<file path="src/rtl/ed_channel_scheduler.sv">
// Sequences the R, G and B planes of one 3x3 window through a single shared edge detector (5+ED_LATENCY cycles per window).
// One window in flight at a time; results are held on out_valid for as long as out_ready stays low.
module ed_channel_scheduler #(
    parameter int ED_LATENCY = 0
) (
    input  logic        clk,
    input  logic        rst_n,
    input  logic        in_valid,
    output logic        in_ready,
    input  logic [23:0] in_pixel_1,
    input  logic [23:0] in_pixel_2,
    input  logic [23:0] in_pixel_3,
    input  logic [23:0] in_pixel_4,
    input  logic [23:0] in_pixel_6,
    input  logic [23:0] in_pixel_7,
    input  logic [23:0] in_pixel_8,
    input  logic [23:0] in_pixel_9,
    output logic [7:0]  ed_pixel_1,
    output logic [7:0]  ed_pixel_2,
    output logic [7:0]  ed_pixel_3,
    output logic [7:0]  ed_pixel_4,
    output logic [7:0]  ed_pixel_6,
    output logic [7:0]  ed_pixel_7,
    output logic [7:0]  ed_pixel_8,
    output logic [7:0]  ed_pixel_9,
    output logic [1:0]  ed_ch_sel,
    output logic        ed_in_valid,
    input  logic [1:0]  ed_result,
    output logic        out_valid,
    input  logic        out_ready,
    output logic [1:0]  ED1_out,
    output logic [1:0]  ED2_out,
    output logic [1:0]  ED3_out,
    output logic        busy
);

    typedef enum logic [1:0] {IDLE, ISSUE, DRAIN, DONE} state_t;

    localparam logic [1:0] LAST_DRAIN = (ED_LATENCY > 0) ? 2'(ED_LATENCY - 1) : 2'd0;

    if (ED_LATENCY < 0 || ED_LATENCY > 2) begin : g_bad_latency
        $error("ed_channel_scheduler: ED_LATENCY must be 0, 1 or 2");
    end

    state_t      r_state;
    logic [1:0]  r_ch;
    logic [1:0]  r_dcnt;
    logic [23:0] r_px [8];
    logic [1:0]  r_ed1, r_ed2, r_ed3;

    logic        w_issue;
    logic [2:0]  w_tag_in;
    logic [2:0]  w_tag;

    assign w_issue  = (r_state == ISSUE);
    assign w_tag_in = {w_issue, r_ch};

    // Tag {valid, ch} follows each issue through the detector so the result lands in the right plane.
    if (ED_LATENCY == 0) begin : g_no_pipe
        assign w_tag = w_tag_in;
    end else begin : g_pipe
        logic [2:0] r_tag [ED_LATENCY];
        always_ff @(posedge clk) begin
            if (!rst_n) begin
                for (int i = 0; i < ED_LATENCY; i++) r_tag[i] <= '0;
            end else begin
                r_tag[0] <= w_tag_in;
                for (int i = 1; i < ED_LATENCY; i++) r_tag[i] <= r_tag[i-1];
            end
        end
        assign w_tag = r_tag[ED_LATENCY-1];
    end

    always_ff @(posedge clk) begin
        if (!rst_n) begin
            r_state <= IDLE;
            r_ch    <= 2'd0;
            r_dcnt  <= 2'd0;
            for (int i = 0; i < 8; i++) r_px[i] <= '0;
        end else begin
            case (r_state)
                IDLE: begin
                    if (in_valid) begin
                        r_px[0] <= in_pixel_1;
                        r_px[1] <= in_pixel_2;
                        r_px[2] <= in_pixel_3;
                        r_px[3] <= in_pixel_4;
                        r_px[4] <= in_pixel_6;
                        r_px[5] <= in_pixel_7;
                        r_px[6] <= in_pixel_8;
                        r_px[7] <= in_pixel_9;
                        r_ch    <= 2'd0;
                        r_state <= ISSUE;
                    end
                end
                ISSUE: begin
                    if (r_ch == 2'd2) begin
                        r_ch    <= 2'd0;
                        r_dcnt  <= 2'd0;
                        r_state <= (ED_LATENCY > 0) ? DRAIN : DONE;
                    end else begin
                        r_ch <= r_ch + 2'd1;
                    end
                end
                DRAIN: begin
                    if (r_dcnt == LAST_DRAIN) r_state <= DONE;
                    else                      r_dcnt  <= r_dcnt + 2'd1;
                end
                DONE: begin
                    if (out_ready) r_state <= IDLE;
                end
                default: r_state <= IDLE;
            endcase
        end
    end

    always_ff @(posedge clk) begin
        if (!rst_n) begin
            r_ed1 <= 2'd0;
            r_ed2 <= 2'd0;
            r_ed3 <= 2'd0;
        end else if (w_tag[2]) begin
            case (w_tag[1:0])
                2'd0:    r_ed1 <= ed_result;
                2'd1:    r_ed2 <= ed_result;
                2'd2:    r_ed3 <= ed_result;
                default: ;
            endcase
        end
    end

    function automatic logic [7:0] f_slice(input logic [23:0] px, input logic [1:0] ch);
        case (ch)
            2'd0:    return px[23:16];
            2'd1:    return px[15:8];
            default: return px[7:0];
        endcase
    endfunction

    assign ed_pixel_1 = w_issue ? f_slice(r_px[0], r_ch) : 8'd0;
    assign ed_pixel_2 = w_issue ? f_slice(r_px[1], r_ch) : 8'd0;
    assign ed_pixel_3 = w_issue ? f_slice(r_px[2], r_ch) : 8'd0;
    assign ed_pixel_4 = w_issue ? f_slice(r_px[3], r_ch) : 8'd0;
    assign ed_pixel_6 = w_issue ? f_slice(r_px[4], r_ch) : 8'd0;
    assign ed_pixel_7 = w_issue ? f_slice(r_px[5], r_ch) : 8'd0;
    assign ed_pixel_8 = w_issue ? f_slice(r_px[6], r_ch) : 8'd0;
    assign ed_pixel_9 = w_issue ? f_slice(r_px[7], r_ch) : 8'd0;

    assign ed_in_valid = w_issue;
    assign ed_ch_sel   = w_issue ? r_ch : 2'd0;
    assign in_ready    = rst_n && (r_state == IDLE);
    assign out_valid   = (r_state == DONE);
    assign busy        = (r_state != IDLE);
    assign ED1_out     = r_ed1;
    assign ED2_out     = r_ed2;
    assign ED3_out     = r_ed3;

endmodule

</file>
<file path="config.mk">
export PLATFORM = sky130hd
export DESIGN_NAME = ed_channel_scheduler
export DESIGN_NICKNAME = d
export VERILOG_FILES = /design/src/rtl/ed_channel_scheduler.sv
export SDC_FILE = /design/constraint.sdc
export NUM_CORES = 1
export LEC_CHECK = 0
export CORE_UTILIZATION = 43
export DETAILED_ROUTE_END_ITERATION = 12
export MAX_ROUTING_LAYER = met4
export PLACE_DENSITY = 0.76
export SLEW_MARGIN = 20
export SYNTH_ARGS = -nofsm -noshare
export SYNTH_HDL_FRONTEND = slang
export SYNTH_SLANG_ARGS = --single-unit
</file>
<file path="constraint.sdc">
create_clock -name clk -period 6.8 [get_ports clk]
set_input_delay 2.04 -clock clk [delete_from_list [all_inputs] [get_ports clk]]
set_output_delay 2.04 -clock clk [all_outputs]
set_load 0.03 [all_outputs]
</file>
==> impl_metrics.toml <==
[outcome]
outcome = "complete, no violations"

[yosys]
synth_nets = 966
synth.ff_latch_count = 204
yosysWarnings = 0
syn_area_mm2 = 0.009544
synth.yosys.seq_area_share = 0.6293
synth_cell_types = 27
avgSynthCellArea_um2 = 12.53
synthCells = 762

[worst_setup_path]
path_cells = "clkdlybuf4s50_1 -> and2_1 -> clkdlybuf4s50_1"
startpoint_type = "input port"
cp-end-kind = "primary output"
rr_startpoint = "r_state[0]"
max_stage_delay_ps = 660
cp_max_fo = 2
criticalPathCategory = "in -> out"
r2r_slack_ps = 4220
worstPathArrival_ps = 3350
required_ps = 4760
critPathLaunch = "rst_n"
cp_slowest_cell = "clkdlybuf4s50_1"
crit_top_cell = "clkdlybuf4s50_1"

[sta]
setup_tns_ps = 0
slew_violations = 0
rsz0062_at_grt = "no"
finalCriticalPeriod_ps = 5385
hold_viol = 0
setup_violations = 0
worst_pin_slew_ps = 1028
max_clock_freq_ghz = 0.1857
clock_skew_ps = 6.252
relSlewSlack = 0.3144
timing.final.crit_share = 0.7920

[drt]
drtIter0Drc = 268
route.detailed.drc = 0
ant_nets = 0
viasPerCell = 4.793
vias = 6283
dr.pass1.iters = 6
post_drt_wl_per_cell_um = 15.68
wl_um = 20560

[placed_design]
hpwl_um = 13320
gp_congestion = 0.7586
portBuffers = 273

[grt]
antenna_found_initial = 0
grt_max_degree = 145
grt_pass1_wl_um = 30850
track_usage = 0.1811
grt-ovfl-total = 0
grt_pass1_vias = 6085

[cells_and_area]
final_common_cell = "clkdlybuf4s50_1"
layout_common_cells = "clkdlybuf4s50_1 (273), and2_1 (261), edfxtp_1 (192), mux2i_1 (72), nand2_1 (69)"
antennaDiodeCount = 0
multi_input_area_mm2 = 0.003258
drive_gt1_frac = 0.04365
fill_cells = 1769
area_growth_pct = 37.60
fin_nets = 1219
regArea_mm2 = 0.006013

[power_and_ir_drop]
irDropWorstVdd_mv = 0.1608
p_total_mw = 4.214
leakage_nw = 4.760
pwr_density_cell_mw_per_mm2 = 320.9

[floorplan]
core_area_mm2 = 0.02182
io_pins = 274
placementRows = 54
die-width_um = 151.0
start_util = 0.4373
dieHeight_um = 151.0
dieArea_mm2 = 0.02280

[clock_tree]
clk_pin_slew_ps = 60
max-clock-path-buffers = 3
cts_buffers = 22
cts_root_buffer = "clkbuf_16"
cts-hold-fix-buffers = 0
cts_tree = "built"
cts.repair.resized = 0
cts_setup_buffers = 0
htreeDepth = 1
clock_latency_ps = 490
cts_sinks = 204

[hold_path]
hold_path_class = "reg -> reg"
min-delay-start = "ED3_out[1]"

[run]
max_cap_viol_count = 0
flip-flops by register name (all words and copies together), names as in the netlist:
register,flops
r_dcnt,2
ED3_out,2
ED1_out,2
r_px,192
ED2_out,2
r_state,2
r_ch,2
critical path, delay by kind of cell:
family	cells	cell delay, ps
buffers and inverters	2	1170
AND/OR/NAND/NOR	1	130
area by class of cell:
type,count,share of cell area
clock buffer,30,0.04583
clock inverter,10,0.005335
inverter,5,0.001429
multi-input combinational,500,0.2481
sequential,204,0.4579
tap,280,0.02668
timing repair buffer,282,0.2147
logic make-up (layout without fill, tap and decap cells):
| logic type | Yosys count | after routing | synth area share |
|---|---|---|---|
| AND/OR/NAND/NOR | 351 | 351 | 0.2141 |
| AO/OA/AOI/OAI | 71 | 71 | 0.04143 |
| multiplexers | 72 | 72 | 0.07551 |
| buffers and inverters | 58 | 327 | 0.03186 |
| adder cells (fa/ha/maj) | 6 | 6 | 0.007866 |
| flip-flops | 204 | 204 | 0.6293 |
per-stage QoR:
| stage | hold slack [ps] | worst slack [ps] | cell area (um^2) | instances | utilization |
|---|---|---|---|---|---|
| floorplan | 484.1 | 1652 | 9547 | 762 | - |
| global placement | 497.9 | 1428 | 12430 | 1270 | 0.5697 |
| detailed placement | 506.4 | 1412 | 12430 | 1270 | 0.5697 |
| CTS | 524.1 | 1399 | 13110 | 1310 | 0.6005 |
| global route | 549.5 | 1376 | 13130 | 1311 | 0.6018 |
| finish | 517.9 | 1415 | 13130 | 1311 | 0.6018 |
cell usage after synthesis:
cell       number  area share
and2_1        261        0.17
edfxtp_1      192        0.60
mux2i_1        72       0.076
nand2_1        70       0.028
o21ai_0        66       0.035
clkbuf_1       29       0.011
dfxtp_1        12       0.025
nor2b_1        11      0.0072
buf_6           7      0.0083
buf_2           6      0.0031
clkbuf_2        6      0.0031
ha_1            6      0.0079
buf_4           5      0.0039
inv_1           5      0.0020
nand2b_1        2      0.0013
a2111oi_4       1      0.0029
a21oi_1         1     0.00052
a22oi_1         1     0.00079
a2bb2oi_2       1      0.0016
and2b_1         1     0.00079
and3_1          1     0.00066
nand2b_4        1      0.0014
nand3_1         1     0.00052
nand3b_1        1     0.00079
nor3b_1         1     0.00079
nor3b_4         1      0.0020
o211a_1         1      0.0010
path summary, 6_finish.rpt:
path / endpoint / cells past startpoint
worst max register to register: r_px[0][59] / 5
worst min-delay path: ED3_out[1] / 2
worst max-delay path: in_ready / 3
worst min register to register: ED3_out[1] / 2
per-layer routing:
| metal | GRT usage | vias up | routed length [um] |
|---|---|---|---|
| li1 | - | 3109 | - |
| met1 | 0.2208 | 2941 | 8421 |
| met2 | 0.3046 | 207 | 10150 |
| met3 | 0.04337 | 26 | 1673 |
| met4 | 0.04000 | 0 | 314 |
| met5 | - | - | 0 |
power breakdown:
| group | internal, mW | switching (mW) | leakage, nW |
|---|---|---|---|
| logic | 0.577 | 0.680 | 2.29 |
| clock network | 0.656 | 0.464 | 0.323 |
| registers | 1.71 | 0.129 | 2.15 |
Note: power is estimated with default switching activity, not from simulation.
==> RTL edit 1 (config.mk and constraints unchanged) <==
`ED_LATENCY`: 0 -> 1.
--- a/src/rtl/ed_channel_scheduler.sv
+++ b/src/rtl/ed_channel_scheduler.sv
@@ -1,7 +1,7 @@
 // Sequences the R, G and B planes of one 3x3 window through a single shared edge detector (5+ED_LATENCY cycles per window).
 // One window in flight at a time; results are held on out_valid for as long as out_ready stays low.
 module ed_channel_scheduler #(
-    parameter int ED_LATENCY = 0
+    parameter int ED_LATENCY = 1
 ) (
     input  logic        clk,
     input  logic        rst_n,
Check against the original RTL: not equivalent (a bounded check fails within 4 cycles, from zero or initial values and one cycle with rst_n low).
==> RTL edit 1 against the unedited design <==
- sequential cell count increased by 3
- via count increased by 0.92%
- die area increased by 0.43%
- sequential share of layout area increased by 0.22 points
- critical path depth increased by 2
- routed wire length increased by 2.5%
- synthesized area increased by 0.43%
- setup slack improved by 0.30 ns
- total power decreased by 3.3%
- final area increased by 0.51%
- hold slack got worse by 0.021 ns
- core utilization increased by 0.31 points
- critical path type is now reg -> out
- highest routed layer unchanged
==> RTL edit 1: results (changes against the unedited design) <==
| Metric | Value |
|---|---|
| Detailed Route WL | 21100 um (+2.5%) |
| Internal power | 0.00289 W (-1.9%) |
| First-pass GRT wire length | 31200 um (+1.3%) |
| Initial antenna violation count | 1 (+1) |
| Post-synthesis sequential area ratio | 0.633 (+0.00355) |
| CP max-delay cell | dfxtp_4 |
| Max IR drop VDD | 174 uV (+8.3%) |
| DRT iter0 DRCs | 269 (+0.37%) |
| Top Registers | r_px (192), g_pipe.r_tag (3) |
| RR Endpoint | r_px[1][23] |
| CTS-repair resized insts | 0 (unchanged) |
| Pre-CTS setup slack | 1.81 ns (+0.393 ns) |
| H-tree depth | 1 (unchanged) |
| Pin count of the biggest net entering global routing | 145 (unchanged) |
| Detailed Place HPWL | 13600 um (+2.1%) |
| Final GP Congestion | 0.770 (+1.5%) |
| Total Routing Usage GR | 0.183 (+0.00233) |
| Leakage power | 4.78 nW (+0.42%) |
| CTS root buf | clkbuf_16 |
| Latest clock arrival within the worst-skew pair | 0.49 ns (about the same) |
| Max Cap Viol | 0 (unchanged) |
| Asr flop ratio synth | 0 (unchanged) |
| IO buf count | 273 (unchanged) |
| Mapped Nets | 972 (+0.62%) |
| Synth Flop Type | edfxtp_1 |
| Relative slew slack | 0.329 (+0.0146) |
| Critical Path Fanout Max | 101 (+99) |
| CTS buffer count | 23 (+4.5%) |
| FF-to-FF Start | r_state[0] |
| Status | finished clean |
| Flop-to-flop setup slack | 4.21 ns (about the same) |
| Vias | 6341 (+0.92%) |
| Post-synth EDFFs | 192 (unchanged) |
| Cell area after placement | 12500 um^2 (+0.39%) |
| Hold path cells | 2 (unchanged) |
| Post-synth cell types | 29 (+7.4%) |
| Placed cells | 1275 (+0.39%) |
| HP Class | reg -> reg |
| Initial DRT Pass Iterations | 6 (unchanged) |
| Mapped Cells | 769 (+0.92%) |
| Layout cell share with drive strength beyond 1 | 0.0492 (+0.00553) |
| Synth area leaders | edfxtp_1 (60%), and2_1 (17%), mux2i_1 (7.5%), o21ai_0 (3.4%), dfxtp_1 (3.1%) |
| Worst Hold Launch | r_state[0] |
| Top delay family on crit path | buffers and inverters |
| Slowest stage delay, CP | 1.00 ns (+0.34 ns) |
| Top cells by count, synth | and2_1 (264), edfxtp_1 (192), mux2i_1 (72) |
| Vias in the first global route | 6105 (+0.33%) |
| Final nets | 1224 (+0.41%) |
| Vias per cell | 4.81 (+0.39%) |
| R2R depth | 5 (unchanged) |
| Hold Path Sink | r_state[0] |
| CTS Buffer Depth | 3 (unchanged) |
| Reg clk slew, reported paths | 0.05 ns |
| Skew final | 0.00615 ns (-0.000103 ns) |
| Yosys Warn Count | 0 (unchanged) |
| Post CTS Setup Buffer Count | 0 (unchanged) |
[RTL edit 1: changes by cell type after synthesis, moves of 2 or more]
| cell | change |
|---|---|
| clkbuf_1 | -6 |
| buf_4 | -3 |
| buf_6 | -3 |
| buf_1 | +5 |
| nand2b_1 | -2 |
| buf_2 | +8 |
| and2_1 | +3 |
| dfxtp_1 | +3 |
[RTL edit 1: stage by stage]
step           hold slack (ns)   util
4_1_cts                  0.496  0.603
5_1_grt                  0.533  0.605
6_report                 0.497  0.605
2_1_floorplan            0.462      -
3_5_place_dp             0.487  0.572
3_3_place_gp             0.482  0.572
[RTL edit 1: logic make-up (layout without fill, tap and decap cells)]
family / count (synthesis) / after routing / share of synthesized area
simple gates: 354 / 354 / 0.214
fa+ha+maj: 5 / 5 / 0.00653
other cells: 0 / 1 / 0
flops: 207 / 207 / 0.633
mux: 72 / 72 / 0.0752
compound gates: 72 / 72 / 0.0418
buf+inv: 59 / 327 / 0.0296
[RTL edit 1: final cells by class]
class | instances | area (um^2)
inverters | 5 | 18.8
clock inverters | 17 | 109
repair buffers | 281 | 2810
multi-input cells | 503 | 3260
well taps | 280 | 350
diodes | 1 | 2.50
clock buffers | 24 | 579
flip-flops and latches | 207 | 6070
fillers | 1768 | 8620
[RTL edit 1: worst max-delay path by stage]
stage / depth (start not counted) / slack, ns / startpoint / end
global placement: 3 / 1.81 / rst_n / in_ready
finish: 5 / 1.72 / r_ch[1] / ed_pixel_4[7]
floorplan: 2 / 1.83 / rst_n / r_px[0][0]
global route: 5 / 1.50 / r_ch[1] / ed_pixel_4[7]
CTS: 5 / 1.64 / r_ch[0] / ed_pixel_3[6]
detailed placement: 3 / 1.81 / rst_n / in_ready
[RTL edit 1: worst reg2reg max path: stages, from the launching register on]
cell and delay, ns:
dfxtp_1 0.34, inv_1 0.09, ha_1 0.31, nand2_1 0.19, nand2_8 0.74, buf_4 0.57
[RTL edit 1: layer usage]
layer  global-route usage  wire (um)  vias up
met5                    -          0        -
met4               0.0480        388        0
met3               0.0488       1820       29
met2                0.307      10200      231
met1                0.219       8680     2944
li1                     -          -     3137
[RTL edit 1: power by group through the flow]
stage | Clock, W | Sequential [W] | Combinational, W
global placement | 0 | 0.00187 | 0.00107
global route | 0.00122 | 0.00189 | 0.00118
floorplan | 0 | 0.00183 | 0.000717
finish | 0.00114 | 0.00185 | 0.00108
detailed placement | 0 | 0.00189 | 0.00109
CTS | 0.00117 | 0.00186 | 0.00110
==> RTL edit 2 (config.mk and constraints unchanged) <==
Made on the original files. Re-encode `state_t` (4 states) as one-hot, 4 bits wide.
--- a/src/rtl/ed_channel_scheduler.sv
+++ b/src/rtl/ed_channel_scheduler.sv
@@ -34,7 +34,7 @@
     output logic        busy
 );
 
-    typedef enum logic [1:0] {IDLE, ISSUE, DRAIN, DONE} state_t;
+    typedef enum logic [3:0] {IDLE = 4'b0001, ISSUE = 4'b0010, DRAIN = 4'b0100, DONE = 4'b1000} state_t;
 
     localparam logic [1:0] LAST_DRAIN = (ED_LATENCY > 0) ? 2'(ED_LATENCY - 1) : 2'd0;
 
Behaviour: same outputs for any inputs over 10 cycles, from zero or initial values and one cycle with rst_n low; not proved beyond that.
==> RTL edit 2 against the unedited design <==
- routed wire length rose by 5.9%
- setup slack improved by 0.40 ns
- global-route usage rose by 1.9 points
- hold slack got worse by 0.059 ns
- non-clock buffer count fell by 2
- synthesized area fell by 3.2%
- sequential cell count fell by 1
- core utilization rose by 0.91 points
- final area fell by 2.2%
Power is not compared: it rests on default switching activity, and its combinational part moved more than twofold at a synthesized area within 25%.
==> RTL edit 2: results (changes against the unedited design) <==
| Metric | Value |
|---|---|
| Comb_multi_in | 488 (-2.4%) |
| Nonclk buf count | 280 (-0.71%) |
| Skew final | 0.00937 ns (+0.00312 ns) |
| Met1 usage | 0.246 (+0.0253) |
| First-pass GRT wire length | 33100 um (+7.4%) |
| Leading cell kind | flip-flops and latches |
| Relative slew slack | 0.271 (-0.0434) |
| ClkCell Share | 0.0546 (+0.00340) |
| Post-synth EDFFs | 192 (unchanged) |
| Non-clk invs | 3 (-2) |
| Status | finished clean |
| Leakage power | roughly 4.7 nW |
| RR Endpoint | r_px[0][43] |
| CTS buffer count | 23 (+4.5%) |
| Worst Hold Launch | ED3_out[0] |
| Layout cell share with drive strength beyond 1 | 0.110 (+0.0659) |
| Latest clock arrival within the worst-skew pair | about 0.5 ns |
| IO buf count | 273 (unchanged) |
| Pin count of the biggest net entering global routing | 140 (-3.4%) |
| R2R depth | 3 (-2) |
| Initial antenna violation count | 0 (unchanged) |
| Hold path cells | 2 (unchanged) |
| ANT cells | 0 (unchanged) |
| Initial DRT Pass Iterations | 4 (-2) |
| Synth area leaders | edfxtp_1 (62%), and2_1 (13%), mux2_2 (7.8%), nand2_1 (5.6%), a21oi_1 (3.6%) |
| Flop-to-flop setup slack | 4.31 ns (+0.09 ns) |
| CTS Buffer Depth | 3 (unchanged) |
| Final nets | 1197 (-1.8%) |
| Layout non-clock buf frac | 0.216 (+0.00174) |
| Top cells by count, synth | and2_1 (193), edfxtp_1 (192), nand2_1 (139) |
| FF-to-FF Start | r_state[0] |
| DRT iter0 DRCs | 320 (+19%) |
| Vias | 6286 (+0.048%) |
| Post-synthesis sequential area ratio | 0.648 (+0.0186) |
| Pre-CTS setup slack | 1.81 ns (+0.400 ns) |
| Total Routing Usage GR | 0.201 (+0.0194) |
| Top Registers | r_px (192), r_state (3) |
| Final GP Congestion | 0.801 (+5.6%) |
| Sequential cell area share | 0.466 (+0.00860) |
| FF+latch count | 203 (-0.49%) |
| Asr flop ratio synth | 0 (unchanged) |
| GRT met2 Usage | 0.339 (+0.0347) |
| Post CTS Setup Buffer Count | 0 (unchanged) |
| Critical Path Fanout Max | 2 (unchanged) |
| Vias in the first global route | 6329 (+4.0%) |
| Fillers | 1697 (-4.1%) |
| WP data arrival | 2.95 ns (-0.40 ns) |
| HP Class | reg -> reg |
| Slowest stage delay, CP | 0.67 ns |
| Mapped Nets | 945 (-2.2%) |
| Detailed Place HPWL | 13500 um (+1.7%) |
| WL/cell | 16.9 um (+7.7%) |
| Hold Path Sink | ED3_out[0] |
| Top delay family on crit path | buffers and inverters |
| Reg clk slew, reported paths | 0.06 ns (about the same) |
| Yosys Warn Count | 0 (unchanged) |
| Post-synth cell types | 29 (+7.4%) |
| Clock Buffer Count | 28 (-6.7%) |
| Area of the multi-input gates | 3020 um^2 (-7.5%) |
| Met3 global-route usage | 0.0371 (-0.00626) |
-- RTL edit 2: power groups by stage --
stage | combinational [W] | sequential (W) | clock [W]
detailed placement | 0.000296 | 0.00154 | 0
finish | 0.000293 | 0.00152 | 0.00117
CTS | 0.000298 | 0.00152 | 0.00119
global placement | 0.000291 | 0.00154 | 0
floorplan | 0.000147 | 0.00154 | 0
global route | 0.000320 | 0.00153 | 0.00124
-- RTL edit 2: cell families (layout without fill, tap and decap cells) --
kind of cell,count (synthesis),count (layout),share of synthesized area
AND/OR/NAND/NOR,348,348,0.201
flip-flops,203,203,0.648
AO/OA/AOI/OAI,70,70,0.0386
multiplexers,70,70,0.0845
buffers and inverters,56,322,0.0278
-- RTL edit 2: per-stage QoR --
step           hold slack (ns)  power [W]  cell area [um^2]  instances  utilization
3_3_place_gp             0.443    0.00183             12100       1249        0.578
3_5_place_dp             0.454    0.00184             12100       1249        0.578
6_report                 0.459    0.00298             12800       1288        0.611
5_1_grt                  0.487    0.00308             12800       1288        0.611
2_1_floorplan            0.500    0.00169              9240        747            -
4_1_cts                  0.462    0.00301             12800       1288        0.611
-- RTL edit 2: layer usage --
metal / wire length [um] / up-vias / part of all wire
li1: - / 3061 / -
met1: 9230 / 2970 / 0.42
met2: 10700 / 222 / 0.49
met3: 1400 / 33 / 0.064
met4: 399 / 0 / 0.018
met5: 0 / - / 0
-- RTL edit 2: how the worst max path moves through the flow --
stage	from	end	slack [ns]	depth (start not counted)
5_1_grt	r_ch[0]	ed_pixel_2[5]	1.69	4
2_1_floorplan	rst_n	r_px[0][0]	1.61	3
4_1_cts	r_ch[0]	ed_pixel_2[5]	1.77	4
3_5_place_dp	rst_n	in_ready	1.81	4
6_report	rst_n	in_ready	1.81	4
3_3_place_gp	rst_n	in_ready	1.83	4
